File: src/rtl/inst_fetch_queue_pkg.sv
// inst_fetch_queue_pkg: shared bus widths, queue sizing and issue-count saturation helper
package inst_fetch_queue_pkg;
  localparam int INST_BUS_W = 32;
  localparam int INST_ADDR_BUS_W = 32;
  localparam int IFQ_DEPTH = 16;
  localparam int IFQ_PTR_W = $clog2(IFQ_DEPTH);
  function automatic logic [1:0] sat_issue(input logic [1:0] c);
    return c[1] ? 2'd2 : c;
  endfunction
endpackage

File: src/rtl/inst_fetch_queue_storage.sv
// ifq_storage: entry array, 2 write ports, 2 asynchronous read ports, data not reset
// ports: clk; we1_i/wa1_i/wd1_i and we2_i/wa2_i/wd2_i write ports; ra1_i/rd1_o and ra2_i/rd2_o read ports
module ifq_storage
  import inst_fetch_queue_pkg::*;
#(
  parameter int DEPTH = IFQ_DEPTH,
  parameter int W = INST_BUS_W + INST_ADDR_BUS_W,
  parameter int PW = $clog2(DEPTH)
) (
  input  logic          clk,
  input  logic          we1_i,
  input  logic [PW-1:0] wa1_i,
  input  logic [W-1:0]  wd1_i,
  input  logic          we2_i,
  input  logic [PW-1:0] wa2_i,
  input  logic [W-1:0]  wd2_i,
  input  logic [PW-1:0] ra1_i,
  output logic [W-1:0]  rd1_o,
  input  logic [PW-1:0] ra2_i,
  output logic [W-1:0]  rd2_o
);
  logic [W-1:0] mem_q [DEPTH];
  always_ff @(posedge clk) begin
    if (we1_i) mem_q[wa1_i] <= wd1_i;
    if (we2_i) mem_q[wa2_i] <= wd2_i;
  end
  assign rd1_o = mem_q[ra1_i];
  assign rd2_o = mem_q[ra2_i];
endmodule

File: src/rtl/inst_fetch_queue.sv
// inst_fetch_queue: dual-in/dual-out circular instruction queue between fetch and decode
// ports: aclk, aresetn (async active-low), flush_i; in_valid/inst/addr 1,2 push slots; full_o;
//        issue_cnt_i pop count; out_valid/inst/addr 1,2 show-ahead head entries; count_o occupancy
module inst_fetch_queue
  import inst_fetch_queue_pkg::*;
#(
  parameter int DEPTH = IFQ_DEPTH,
  parameter int IW = INST_BUS_W,
  parameter int AW = INST_ADDR_BUS_W
) (
  input  logic                   aclk,
  input  logic                   aresetn,
  input  logic                   flush_i,
  input  logic                   in_valid1_i,
  input  logic [IW-1:0]          in_inst1_i,
  input  logic [AW-1:0]          in_addr1_i,
  input  logic                   in_valid2_i,
  input  logic [IW-1:0]          in_inst2_i,
  input  logic [AW-1:0]          in_addr2_i,
  output logic                   full_o,
  input  logic [1:0]             issue_cnt_i,
  output logic                   out_valid1_o,
  output logic [IW-1:0]          out_inst1_o,
  output logic [AW-1:0]          out_addr1_o,
  output logic                   out_valid2_o,
  output logic [IW-1:0]          out_inst2_o,
  output logic [AW-1:0]          out_addr2_o,
  output logic [$clog2(DEPTH):0] count_o
);
  localparam int PW = $clog2(DEPTH);
  localparam int CW = PW + 1;
  logic [PW-1:0] head_q, head_d, tail_q, tail_d;
  logic [CW-1:0] count_q, count_d, pop_n;
  logic [1:0] push_n, iss;
  logic push_ok;
  logic [IW+AW-1:0] rd1, rd2;
  // full reserves room for a 2-wide push, so it depends on registered count only
  assign full_o = count_q > CW'(DEPTH - 2);
  assign push_ok = !full_o && !flush_i;
  assign iss = sat_issue(issue_cnt_i);
  always_comb begin
    push_n = push_ok ? {1'b0, in_valid1_i} + {1'b0, in_valid2_i} : 2'd0;
    pop_n = CW'(iss) > count_q ? count_q : CW'(iss);
    tail_d = tail_q + PW'(push_n);
    head_d = head_q + PW'(pop_n);
    count_d = count_q + CW'(push_n) - pop_n;
  end
  always_ff @(posedge aclk or negedge aresetn) begin
    if (!aresetn) begin
      head_q <= '0;
      tail_q <= '0;
      count_q <= '0;
    end else if (flush_i) begin
      head_q <= '0;
      tail_q <= '0;
      count_q <= '0;
    end else begin
      head_q <= head_d;
      tail_q <= tail_d;
      count_q <= count_d;
    end
  end
  // slots are packed: a lone slot 2 goes to tail through write port 1
  ifq_storage #(.DEPTH(DEPTH), .W(IW + AW), .PW(PW)) u_storage (
    .clk   (aclk),
    .we1_i (push_ok && (in_valid1_i || in_valid2_i)),
    .wa1_i (tail_q),
    .wd1_i (in_valid1_i ? {in_inst1_i, in_addr1_i} : {in_inst2_i, in_addr2_i}),
    .we2_i (push_ok && in_valid1_i && in_valid2_i),
    .wa2_i (tail_q + PW'(1)),
    .wd2_i ({in_inst2_i, in_addr2_i}),
    .ra1_i (head_q),
    .rd1_o (rd1),
    .ra2_i (head_q + PW'(1)),
    .rd2_o (rd2)
  );
  assign out_valid1_o = count_q != '0;
  assign out_valid2_o = count_q > CW'(1);
  assign out_inst1_o = out_valid1_o ? rd1[IW+AW-1:AW] : '0;
  assign out_addr1_o = out_valid1_o ? rd1[AW-1:0] : '0;
  assign out_inst2_o = out_valid2_o ? rd2[IW+AW-1:AW] : '0;
  assign out_addr2_o = out_valid2_o ? rd2[AW-1:0] : '0;
  assign count_o = count_q;
endmodule
File: config.mk
export PLATFORM = sky130hd
export DESIGN_NAME = inst_fetch_queue
export DESIGN_NICKNAME = d
export VERILOG_FILES = /design/src/rtl/inst_fetch_queue_pkg.sv /design/src/rtl/inst_fetch_queue_storage.sv /design/src/rtl/inst_fetch_queue.sv
export SDC_FILE = /design/constraint.sdc
export NUM_CORES = 2
export LEC_CHECK = 0
export CAP_MARGIN = 20
export CORE_ASPECT_RATIO = 0.9
export CORE_MARGIN = 2
export CORE_UTILIZATION = 48
export CTS_CLUSTER_DIAMETER = 60
export DETAILED_ROUTE_END_ITERATION = 8
export GPL_TIMING_DRIVEN = 0
export PLACE_DENSITY_LB_ADDON = 0.2
export SLEW_MARGIN = 20
export SYNTH_ARGS = -nofsm -noshare
export SYNTH_HDL_FRONTEND = slang
export SYNTH_SLANG_ARGS = --single-unit
File: constraint.sdc
create_clock -name aclk -period 16 [get_ports aclk]
set_input_delay 3.2 -clock aclk [delete_from_list [all_inputs] [get_ports aclk]]
set_output_delay 3.2 -clock aclk [all_outputs]
set_load 0.1 [all_outputs]
==> out/qor.yml <==
floorplan:
  start_util_pct: 48.5
  num_rows: 121
  die_w_microns: 373
  dieHeight_microns: 336
  core_sq_mm: 0.121
  ios: 271
  die_area_sq_mm: 0.125
sta:
  fin_ws_ns: 6.38
  max_slew.worst_pin.slew_ns: 1.16
  skew_ns: 0.0196
  holdWs_ns: 0.655
  setup_violations: 0
  period_needed_ns: 9.62
  timing.final.crit_share_pct: 60.1
  slew_viol_final: 0
  slew-limit-headroom_pct: 20.4
  hold_viol: 0
  tns_ns: 0
  grt_setup_unrepaired: "false"
  max_freq_mhz: 104
clock_network:
  cts_buffers: 116
  path_clk_slew_ns: 0.06
  cts_sinks: 1037
  clk_latency_ns: 0.73
  post_cts_buffers: 0
  cts_tree: "done"
  cts_hold_buf: 0
  root_buffer: "clkbuf_16"
  cts_buffer_depth: 3
  ctsResizeCount: 0
  htreeDepth: 3
setup_path:
  reg2reg_from: "count_o[0]"
  r2r-end: "count_o[4]"
  startpoint_type: "register"
  critPathCaptureType: "output pin"
  cp_data_arrival_time_ns: 6.42
  critPathMaxFanout: 15
  r2r_cells: 13
  critPathKind: "reg2out"
  r2r_slack_ns: 11.42
  required_ns: 12.80
worst_hold_path:
  hold-path-endpoint: "tail_q[3]"
  hp-class: "reg2reg"
  worstHoldPathCells: 2
  hold_start: "tail_q[3]"
route:
  wl_microns: 225000
  drc: 0
  firstDrtPassIters: 6
  route.antenna.remaining_nets: 0
  dr.first_iter.drc_count: 8550
  wl_per_cell_microns: 32.9
  num_vias: 46900
  viasPerCell: 6.86
placement:
  port_buffers: 205
  pre_cts_slack_ns: 7.42
  hpwl_microns: 166000
  place.gp.congestion: 0.973
  dp.cells: 6605
  place_area_sq_mm: 0.0649
yosys:
  ys_types: 34
  syn_nets: 4880
  synth_seq_cells: 1037
  synth_area_sq_mm: 0.0587
  yosysWarnings: 0
  ys_seq_area_share_pct: 52.9
  avgSynthCellArea_sq_um: 12.4
  ys.flop_type: "edfxtp_1"
  synth_edf_count: 1024
  synthCells: 4726
  async_reset_ff_share_pct: 1.25
global_routing:
  grt_max_degree: 19
  antenna_found_initial: 10
  global_route.overflow_total: 0
  grt_pass1_vias: 44400
  grtUsageTotal_pct: 35.4
  grt_pass1_wl_microns: 319000
layout:
  drive_gt1_share_pct: 18.7
  fin_nets: 5278
  stdcell_count: 6831
  syn2layout_area_growth_pct: 17.0
  final_area_sq_mm: 0.0687
  finalCoreUtilization_pct: 56.7
run:
  maxCapViolCount: 0
pwr:
  power.leakage_nw: 22.7
  power.density_mw_per_mm2: 198
  ir_worst_vdd_v: 0.000297
  power.total_mw: 13.6
run_status:
  status: "finished clean"
==> synth_stat cells (4+ instances only) <==
cell type,number,area [sq um]
clkbuf_1,408,1530
buf_2,113,566
dfrtp_1,13,325
mux4_2,576,13000
nor3_1,4,20.0
nand2b_1,4,25.0
nand3_1,7,35.0
inv_1,18,67.6
buf_1,65,244
xor2_1,4,35.0
a22oi_1,128,961
fa_1,4,80.1
ha_1,15,188
o21ai_0,18,90.1
xnor2_1,4,35.0
o22ai_2,4,50.1
mux2i_1,65,651
a21oi_1,1093,5470
edfxtp_1,1024,30700
buf_6,7,78.8
nand2_1,21,78.8
nor2b_1,73,457
nor2_1,1043,3920
==> registers in the layout (all words and copies together) (netlist names) <==
register,cells
u_storage.mem_q,1024
head_q,4
tail_q,4
count_o,5
==> worst max path at each step <==
stage               slack, ns        start  cells after the start                      to
floorplan                6.55  in_valid1_i                      8  u_storage.mem_q[11][0]
global placement        -0.84  in_valid1_i                      9  u_storage.mem_q[1][43]
detailed placement       7.42    head_q[0]                      9         out_addr2_o[31]
CTS                      6.66    head_q[0]                      9         out_addr2_o[31]
global route             6.36    head_q[0]                      9         out_addr2_o[31]
finish                   6.38    head_q[0]                      9         out_addr2_o[31]
==> where the power goes <==
group          switching [mW]  internal [mW]  leakage [nW]
Sequential             0.0484           3.09          9.41
Combinational            5.35           2.39          11.5
Clock                    1.16           1.54          1.80
==> cell families (layout without fill, tap and decap cells) <==
| group | after synthesis | count (layout) | synth area share [%] |
|---|---|---|---|
| compound gates | 1249 | 1249 | 11.3 |
| xor+xnor | 8 | 8 | 0.119 |
| fa+ha+maj | 19 | 19 | 0.456 |
| buf+inv | 614 | 1110 | 4.27 |
| flops | 1037 | 1037 | 52.9 |
| mux | 641 | 641 | 23.2 |
| other cells | 1 | 11 | 0.00639 |
| simple gates | 1157 | 1157 | 7.77 |
==> cell type report <==
class                      instances  area (sq um)
antenna                           10          25.0
timing repair buffer             280          4000
clock buffer                     145          3040
tap                             1599          2000
inverter                          19          71.3
clock inverter                    71           672
sequential                      1037         31100
fill                            9822         52400
buffer                           595          2460
multi-input combinational       3075         25400
==> placed cells by master (no fill, tap or decap), drive strengths merged, types with 25 or more instances in the layout <==
| master | n |
|---|---|
| inv | 25 |
| clkbuf | 553 |
| a22oi | 128 |
| clkinv | 45 |
| mux2i | 65 |
| buf | 264 |
| nor2 | 1043 |
| nor2b | 73 |
| edfxtp | 1024 |
| mux4 | 576 |
| clkdlybuf4s50 | 203 |
| a21oi | 1094 |
==> routing by layer <==
metal	routed length [microns]	up-vias	track usage (%)	part of all wire [%]
met5	101	-	0	0.045
met4	11300	8	16.0	5.0
met3	36400	573	12.9	16
met2	95600	4135	50.7	42
met1	81600	23300	48.6	36
li1	-	18900	-	-
==> critical path, stage by stage, from the launching register on <==
cell and delay (ns):
dfrtp_1 0.40, buf_2 0.78, buf_6 0.38, buf_4 0.27
buf_2 0.81, buf_2 0.58, mux4_2 0.33, a22oi_1 0.18
a21oi_1 0.68, clkdlybuf4s50_1 1.27
(Power assumes the default switching activity.)
